File: config.mk
export PLATFORM = sky130hd
export DESIGN_NAME = mux_source_arbiter
export DESIGN_NICKNAME = d
export VERILOG_FILES = /design/src/rtl/mux_source_arbiter.sv
export SDC_FILE = /design/constraint.sdc
export NUM_CORES = 1
export LEC_CHECK = 0
export ABC_AREA = 1
export BUFFER_PORTS_ARGS = -buffer_cell sky130_fd_sc_hd__buf_2
export CORE_ASPECT_RATIO = 0.7
export CORE_MARGIN = 1.5
export CORE_UTILIZATION = 42
export DETAILED_ROUTE_END_ITERATION = 16
export HOLD_SLACK_MARGIN = 0.05
export SETUP_SLACK_MARGIN = 0.02
export SYNTH_ARGS = -nofsm -noshare
export SYNTH_HDL_FRONTEND = slang
export SYNTH_SLANG_ARGS = --single-unit
File: constraint.sdc
create_clock -name clk -period 2.8 [get_ports clk]
set_clock_uncertainty 0.15 [all_clocks]
set_input_delay 0.56 -clock clk [delete_from_list [all_inputs] [get_ports clk]]
set_output_delay 0.56 -clock clk [all_outputs]
set_load 0.03 [all_outputs]
File: src/rtl/mux_source_arbiter.sv
// Round-robin owner arbiter for the shared 4-input source mux, with a park gap between owners.
// Optional ownership timeout/preemption is built only when MUX_ARB_TIMEOUT_EN is defined.
module mux_source_arbiter #(
  parameter int GAP_CYCLES = 1,
  parameter int MAX_HOLD   = 8
) (
  input  logic       clk,
  input  logic       reset,
  input  logic [3:0] req,
  output logic [3:0] grant,
  output logic [2:0] sel,
  output logic       busy,
  output logic       preempt
);

  typedef enum logic [1:0] {IDLE, OWN, GAP} state_t;

  localparam logic [2:0] SEL_PARK = 3'd4;

  state_t     state_q, state_d;
  logic [1:0] ptr_q, ptr_d;
  logic [1:0] owner_q, owner_d;
  logic [3:0] gap_cnt_q, gap_cnt_d;
  logic [3:0] grant_q, grant_d;
  logic [2:0] sel_q, sel_d;
  logic       busy_q, busy_d;
  logic       preempt_q, preempt_d;
`ifdef MUX_ARB_TIMEOUT_EN
  logic [7:0] hold_cnt_q, hold_cnt_d;
  logic       others_pending;
`endif

  logic       win_valid;
  logic [1:0] win_idx;

  // Scan from ptr downwards in priority; the last hit (lowest offset) wins.
  always_comb begin
    logic [1:0] idx;
    win_valid = 1'b0;
    win_idx   = 2'd0;
    idx       = 2'd0;
    for (int k = 3; k >= 0; k--) begin
      idx = ptr_q + 2'(k);
      if (req[idx]) begin
        win_valid = 1'b1;
        win_idx   = idx;
      end
    end
  end

`ifdef MUX_ARB_TIMEOUT_EN
  assign others_pending = (req & ~(4'b0001 << owner_q)) != 4'b0000;
`endif

  always_comb begin
    state_d   = state_q;
    ptr_d     = ptr_q;
    owner_d   = owner_q;
    gap_cnt_d = gap_cnt_q;
    grant_d   = grant_q;
    sel_d     = sel_q;
    busy_d    = busy_q;
    preempt_d = 1'b0;
`ifdef MUX_ARB_TIMEOUT_EN
    hold_cnt_d = hold_cnt_q;
`endif

    case (state_q)
      IDLE: begin
        if (win_valid) begin
          state_d = OWN;
          owner_d = win_idx;
          grant_d = 4'b0001 << win_idx;
          sel_d   = {1'b0, win_idx};
          busy_d  = 1'b1;
`ifdef MUX_ARB_TIMEOUT_EN
          hold_cnt_d = 8'd0;
`endif
        end
      end

      OWN: begin
`ifdef MUX_ARB_TIMEOUT_EN
        if (hold_cnt_q != 8'hFF) hold_cnt_d = hold_cnt_q + 8'd1;
        if (!req[owner_q] || (hold_cnt_q >= 8'(MAX_HOLD - 1) && others_pending)) begin
          preempt_d = req[owner_q];
`else
        if (!req[owner_q]) begin
`endif
          state_d   = GAP;
          ptr_d     = owner_q + 2'd1;
          gap_cnt_d = 4'd0;
          grant_d   = 4'b0000;
          sel_d     = SEL_PARK;
          busy_d    = 1'b0;
        end
      end

      GAP: begin
        if (gap_cnt_q == 4'(GAP_CYCLES - 1)) begin
          if (win_valid) begin
            state_d = OWN;
            owner_d = win_idx;
            grant_d = 4'b0001 << win_idx;
            sel_d   = {1'b0, win_idx};
            busy_d  = 1'b1;
`ifdef MUX_ARB_TIMEOUT_EN
            hold_cnt_d = 8'd0;
`endif
          end else begin
            state_d = IDLE;
          end
        end else begin
          gap_cnt_d = gap_cnt_q + 4'd1;
        end
      end

      default: begin
        state_d = IDLE;
        grant_d = 4'b0000;
        sel_d   = SEL_PARK;
        busy_d  = 1'b0;
      end
    endcase
  end

  always_ff @(posedge clk or posedge reset) begin
    if (reset) begin
      state_q   <= IDLE;
      ptr_q     <= 2'd0;
      owner_q   <= 2'd0;
      gap_cnt_q <= 4'd0;
      grant_q   <= 4'b0000;
      sel_q     <= SEL_PARK;
      busy_q    <= 1'b0;
      preempt_q <= 1'b0;
`ifdef MUX_ARB_TIMEOUT_EN
      hold_cnt_q <= 8'd0;
`endif
    end else begin
      state_q   <= state_d;
      ptr_q     <= ptr_d;
      owner_q   <= owner_d;
      gap_cnt_q <= gap_cnt_d;
      grant_q   <= grant_d;
      sel_q     <= sel_d;
      busy_q    <= busy_d;
      preempt_q <= preempt_d;
`ifdef MUX_ARB_TIMEOUT_EN
      hold_cnt_q <= hold_cnt_d;
`endif
    end
  end

  assign grant   = grant_q;
  assign sel     = sel_q;
  assign busy    = busy_q;
  assign preempt = preempt_q;

endmodule

# == Word level (Yosys, flattened, before mapping) ==
# Index checks and enable logic that the tools add are counted.
# op_classes
addsub,5
n_lt_le_gt_ge,5
n_eq_ne,6
shift,1
mux,40
n_bitwise,1
reduce_logical,9
# ops
operator,count
$mux W2,9
$mux W4,4
$lt A2 B3 Y1 const B,5
$mux W1,13
$pmux W4 S3,1
$bmux W1 S2,5
$mux W3,3
$pmux W3 S3,1
$ne A2 B2 Y1 const B,4
$pmux W4 S2,1
$pmux W2 S3,1
$reduce_and A2 Y1,3
$reduce_and A3 Y1,2
$add A2 B1 Y2 const B,2
$add A2 B2 Y2 const B,2
$add A4 B1 Y4 const B,1
$logic_not A4 Y1,1
$pmux W2 S2,1
$reduce_bool A2 Y1,2
$shl A1 B2 Y4 const A,1
$pmux W1 S3,1
$eq A2 B1 Y1 const B,1
$eq A2 B2 Y1 const B,1
$logic_not A2 Y1,1
$not A1 Y1,1
# word_totals
register_bits,18
inputBits,6
out_inout_bits,9

# == Longest topological paths before layout ==
# logic_depth
ltp_word,11
depth_mapped,13
mapped_depth_nobuf,12

# == Least setup slack after synthesis ==
# OpenSTA, ideal clock, no wires.
# synth_timing
kind,input port to flip-flop
start,in req[2]
end,reg owner_q[1]
setup_time_ps,130
arrival_time_ps,1275
t_required_ps,2520
setup_slack_ps,1245
path_stages,11
path_buffers,0
cell_sequence,inv_1 > nand2_2 > and2_1 > nand2_1 > nand2_1 > inv_1 > nand2_1 > nand2_1 > inv_1 > nand2_1 > o21ai_0
# synth_via
elab_chain_cells,9
# synth_rtl
item,line,source
from (decl),9,"input logic [3:0] req,"
$bmux W1 S2,44,if (req[idx]) begin
$mux W1 (implied by the code),44,
$mux W2 / $mux W1 (equally long branches) (4 in series),44,
$mux W2 (*),"70, 101",
$mux W2,100,if (gap_cnt_q == 4'(GAP_CYCLES - 1)) begin
$pmux W2 S2 (*),68,case (state_q)
to (signal assigned),143,owner_q <= owner_d;
to (decl),22,"logic [1:0] owner_q, owner_d;"
# Every way passes the cells marked *; elsewhere a longest branch is shown, timed or not. The select of a mux whose other input is x is not followed.
# A chain may end at the register's enable or synchronous reset.

# == Final worst setup path ==
# layout_timing
start,reg ptr_q[0]
end,reg owner_q[1]
# layout_via
elab_chain_cells,10
# layout_rtl
item,line,source
from (decl),21,"logic [1:0] ptr_q, ptr_d;"
from (signal assigned),142,ptr_q <= ptr_d;
$add A2 B2 Y2,43,idx = ptr_q + 2'(k);
$bmux W1 S2,44,
$mux W1 (implied by the code),44,
$mux W2 / $mux W1 (equally long branches) (4 in series),44,
$mux W2 (*),"70, 101",
$mux W2,100,
$pmux W2 S2 (*),68,
# Marks and branches as above.

==> impl_metrics.json <==
{
  "status": "finished, final reports clean",
  "path_common_cell": "nand2_1",
  "yosys.area.top_type": "dfrtp_1",
  "dr.pass1.iters": 4,
  "htreeDepth": 1,
  "p_sw_uw": 767,
  "synth.area.top_cells": "dfrtp_1 (38%), nand2_1 (14%), nand2_2 (9.6%), nand3_1 (6.3%), inv_1 (5.4%)",
  "cp.arrival_ns": 1.79,
  "clock_latency_ns": 0.26,
  "drv_slew": 0,
  "path_buf_inv": 2,
  "p_sw_share_pct": 51.0,
  "cts_root_buf": "clkbuf_8",
  "worst_pin_slew_ns": 0.677,
  "maxCapViolations": 0,
  "die_h_um": 45.9,
  "drtIter0Drc": 27,
  "drive_above_1_share_pct": 27.2,
  "grt_pass1_wl_mm": 3.64,
  "grt_overflow": 0,
  "max_stage_delay_ns": 0.61,
  "fin_crit_sh_pct": 64.6,
  "power_density_nw_per_um2": 1210,
  "r2r_start": "ptr_q[0]",
  "syn2layout_area_growth_pct": 12.1,
  "rows": 15,
  "drtAntennaViolNets": 0,
  "tritoncts": "yes",
  "finalSetupViolations": 0,
  "dp_cells": 192,
  "fin_ws_ns": 0.992,
  "clk_pin_slew_ns": 0.07,
  "power_uw": 1500,
  "ys_ff_latch": 18,
  "synth_edf_count": 0,
  "worst_setup_path_start_kind": "register",
  "vias": 926,
  "portBuffers": 13,
  "p_seq_share_pct": 29.9,
  "nets": 171,
  "rsz0062_at_grt": "false",
  "synth.cell_area_um2": 1110,
  "cpLargestDelayFamily": "simple AND/OR/NAND/NOR gates",
  "max_freq_mhz": 553,
  "fill_cells": 265,
  "reg2regPathDepth": 10,
  "power.leakage_uw": 0.000690,
  "grt_max_degree": 19,
  "grt.total_usage_pct": 16.5,
  "design.die.area_um2": 2960,
  "hold_violations": 0,
  "power_frac_clock_pct": 12.4,
  "worstReg2RegEnd": "owner_q[1]",
  "min_period_ns": 1.81,
  "place.detailed.hpwl_mm": 1.72,
  "initial_utilization_pct": 44.6,
  "synthArstFlopShare_pct": 100,
  "ff2ff_setup_slack_ns": 0.99,
  "worstSetupPathType": "register to register",
  "synth_common_cells": "nand2_1 (41), dfrtp_1 (17), nand2_2 (17)",
  "max-vdd-ir-drop_mv": 0.583,
  "core-area_um2": 2480,
  "comb_power_share_pct": 57.7,
  "cp_cell_sequence": "nand2_1 -> and2_1 -> nand2_1 -> nand2_1 -> inv_1 -> nand2_1 -> nand2_1 -> inv_1 -> nand2_1 -> o21ai_0",
  "worstPathMaxFanout": 10,
  "place.gp.congestion": 0.736,
  "cts-buffers-inserted": 3,
  "routedWlPerCell_um": 10.9,
  "worstHoldPathType": "primary input to async pin",
  "avgSynthCellArea_um2": 7.52,
  "synth_nets": 155,
  "grt_pass1_vias": 832,
  "clockBufferDepth": 2,
  "drt-total-wl_mm": 2.13,
  "cp_slowest_cell": "dfrtp_1",
  "synth_top_area_share_pct": 38.5,
  "p_int_uw": 737,
  "slew_headroom_pct": 54.8,
  "yosys_warnings": 0,
  "ys_seq_area_share_pct": 40.8,
  "antenna_found_initial": 0,
  "clock_sinks": 18,
  "post-cts-setup-buffers": 0,
  "tns_ns": 0,
  "syn_inst": 147,
  "critPathCaptureType": "register",
  "crit_required_ns": 2.79,
  "yosysMostFrequentCell": "nand2_1",
  "num_io_pins": 15,
  "critPathLaunch": "ptr_q[0]",
  "finalInstanceArea_um2": 1240,
  "place_area_um2": 1190,
  "cts-resized-gates": 0,
  "die_x_um": 64.3,
  "postCtsHoldBufs": 0,
  "route.detailed.drc": 0,
  "final_cells": 196,
  "synthDistinctLibCells": 25,
  "diodes": 0,
  "viasPerCell": 4.72,
  "dp_slack_ns": 0.940,
  "synthFlopType": "dfrtp_1"
}
-- placed cells by master (no fill, tap or decap), types with 6 or more instances in the layout --
cell | synthesis | layout
a21oi_1 | 6 | 6
buf_2 | 0 | 13
dfrtp_1 | 17 | 17
inv_1 | 16 | 16
nand2_1 | 41 | 41
nand2_2 | 17 | 17
nand3_1 | 14 | 14
o21ai_0 | 10 | 10
-- flip-flops by register name (all words and copies together) (netlist names) --
name	count
sel	3
gap_cnt_q	4
owner_q	2
busy	1
ptr_q	2
grant	4
state_q	2
-- metrics by stage --
step	util, %	hold slack [ns]
2_1_floorplan	-	0.339
3_3_place_gp	48.2	0.302
3_5_place_dp	48.2	0.306
4_1_cts	50.1	0.266
5_1_grt	50.1	0.330
6_report	50.1	0.244
-- power by group through the flow --
stage,logic (uW),registers (uW),clock network (uW)
floorplan,658,502,0
global placement,857,451,0
detailed placement,872,453,0
CTS,876,450,192
global route,978,463,202
finish,868,449,186
-- worst max-delay path by stage --
stage,end,cells after the start
2_1_floorplan,owner_q[1],11
3_3_place_gp,owner_q[1],12
3_5_place_dp,owner_q[1],12
4_1_cts,owner_q[1],10
5_1_grt,owner_q[1],10
6_report,owner_q[1],10
-- area by class of cell --
type,instances,area (um2),area share (%)
repair buffers,13,65.1,5.25
clock buffers,4,45.0,3.63
well taps,34,42.5,3.43
flip-flops and latches,18,452,36.4
multi-input cells,106,552,44.5
inverters,21,83.8,6.76
-- metal layers --
metal	vias to the layer above	GRT usage, %	wire length (um)
li1	492	-	-
met4	0	5.11	18
met5	-	0	0
met1	415	22.4	1060
met3	2	4.46	103
met2	17	26.3	950
-- kinds of logic (layout without fill, tap and decap cells) --
group	count (synthesis)	count (layout)	share of synthesized area, %
buffers and inverters	23	38	9.28
AO/OA/AOI/OAI	19	19	9.28
flip-flops	18	18	40.8
other	1	1	0.339
XOR/XNOR	1	1	0.792
adder cells (fa/ha/maj)	2	2	2.26
AND/OR/NAND/NOR	83	83	37.2
No activity file was read; power rests on OpenSTA's default activity.
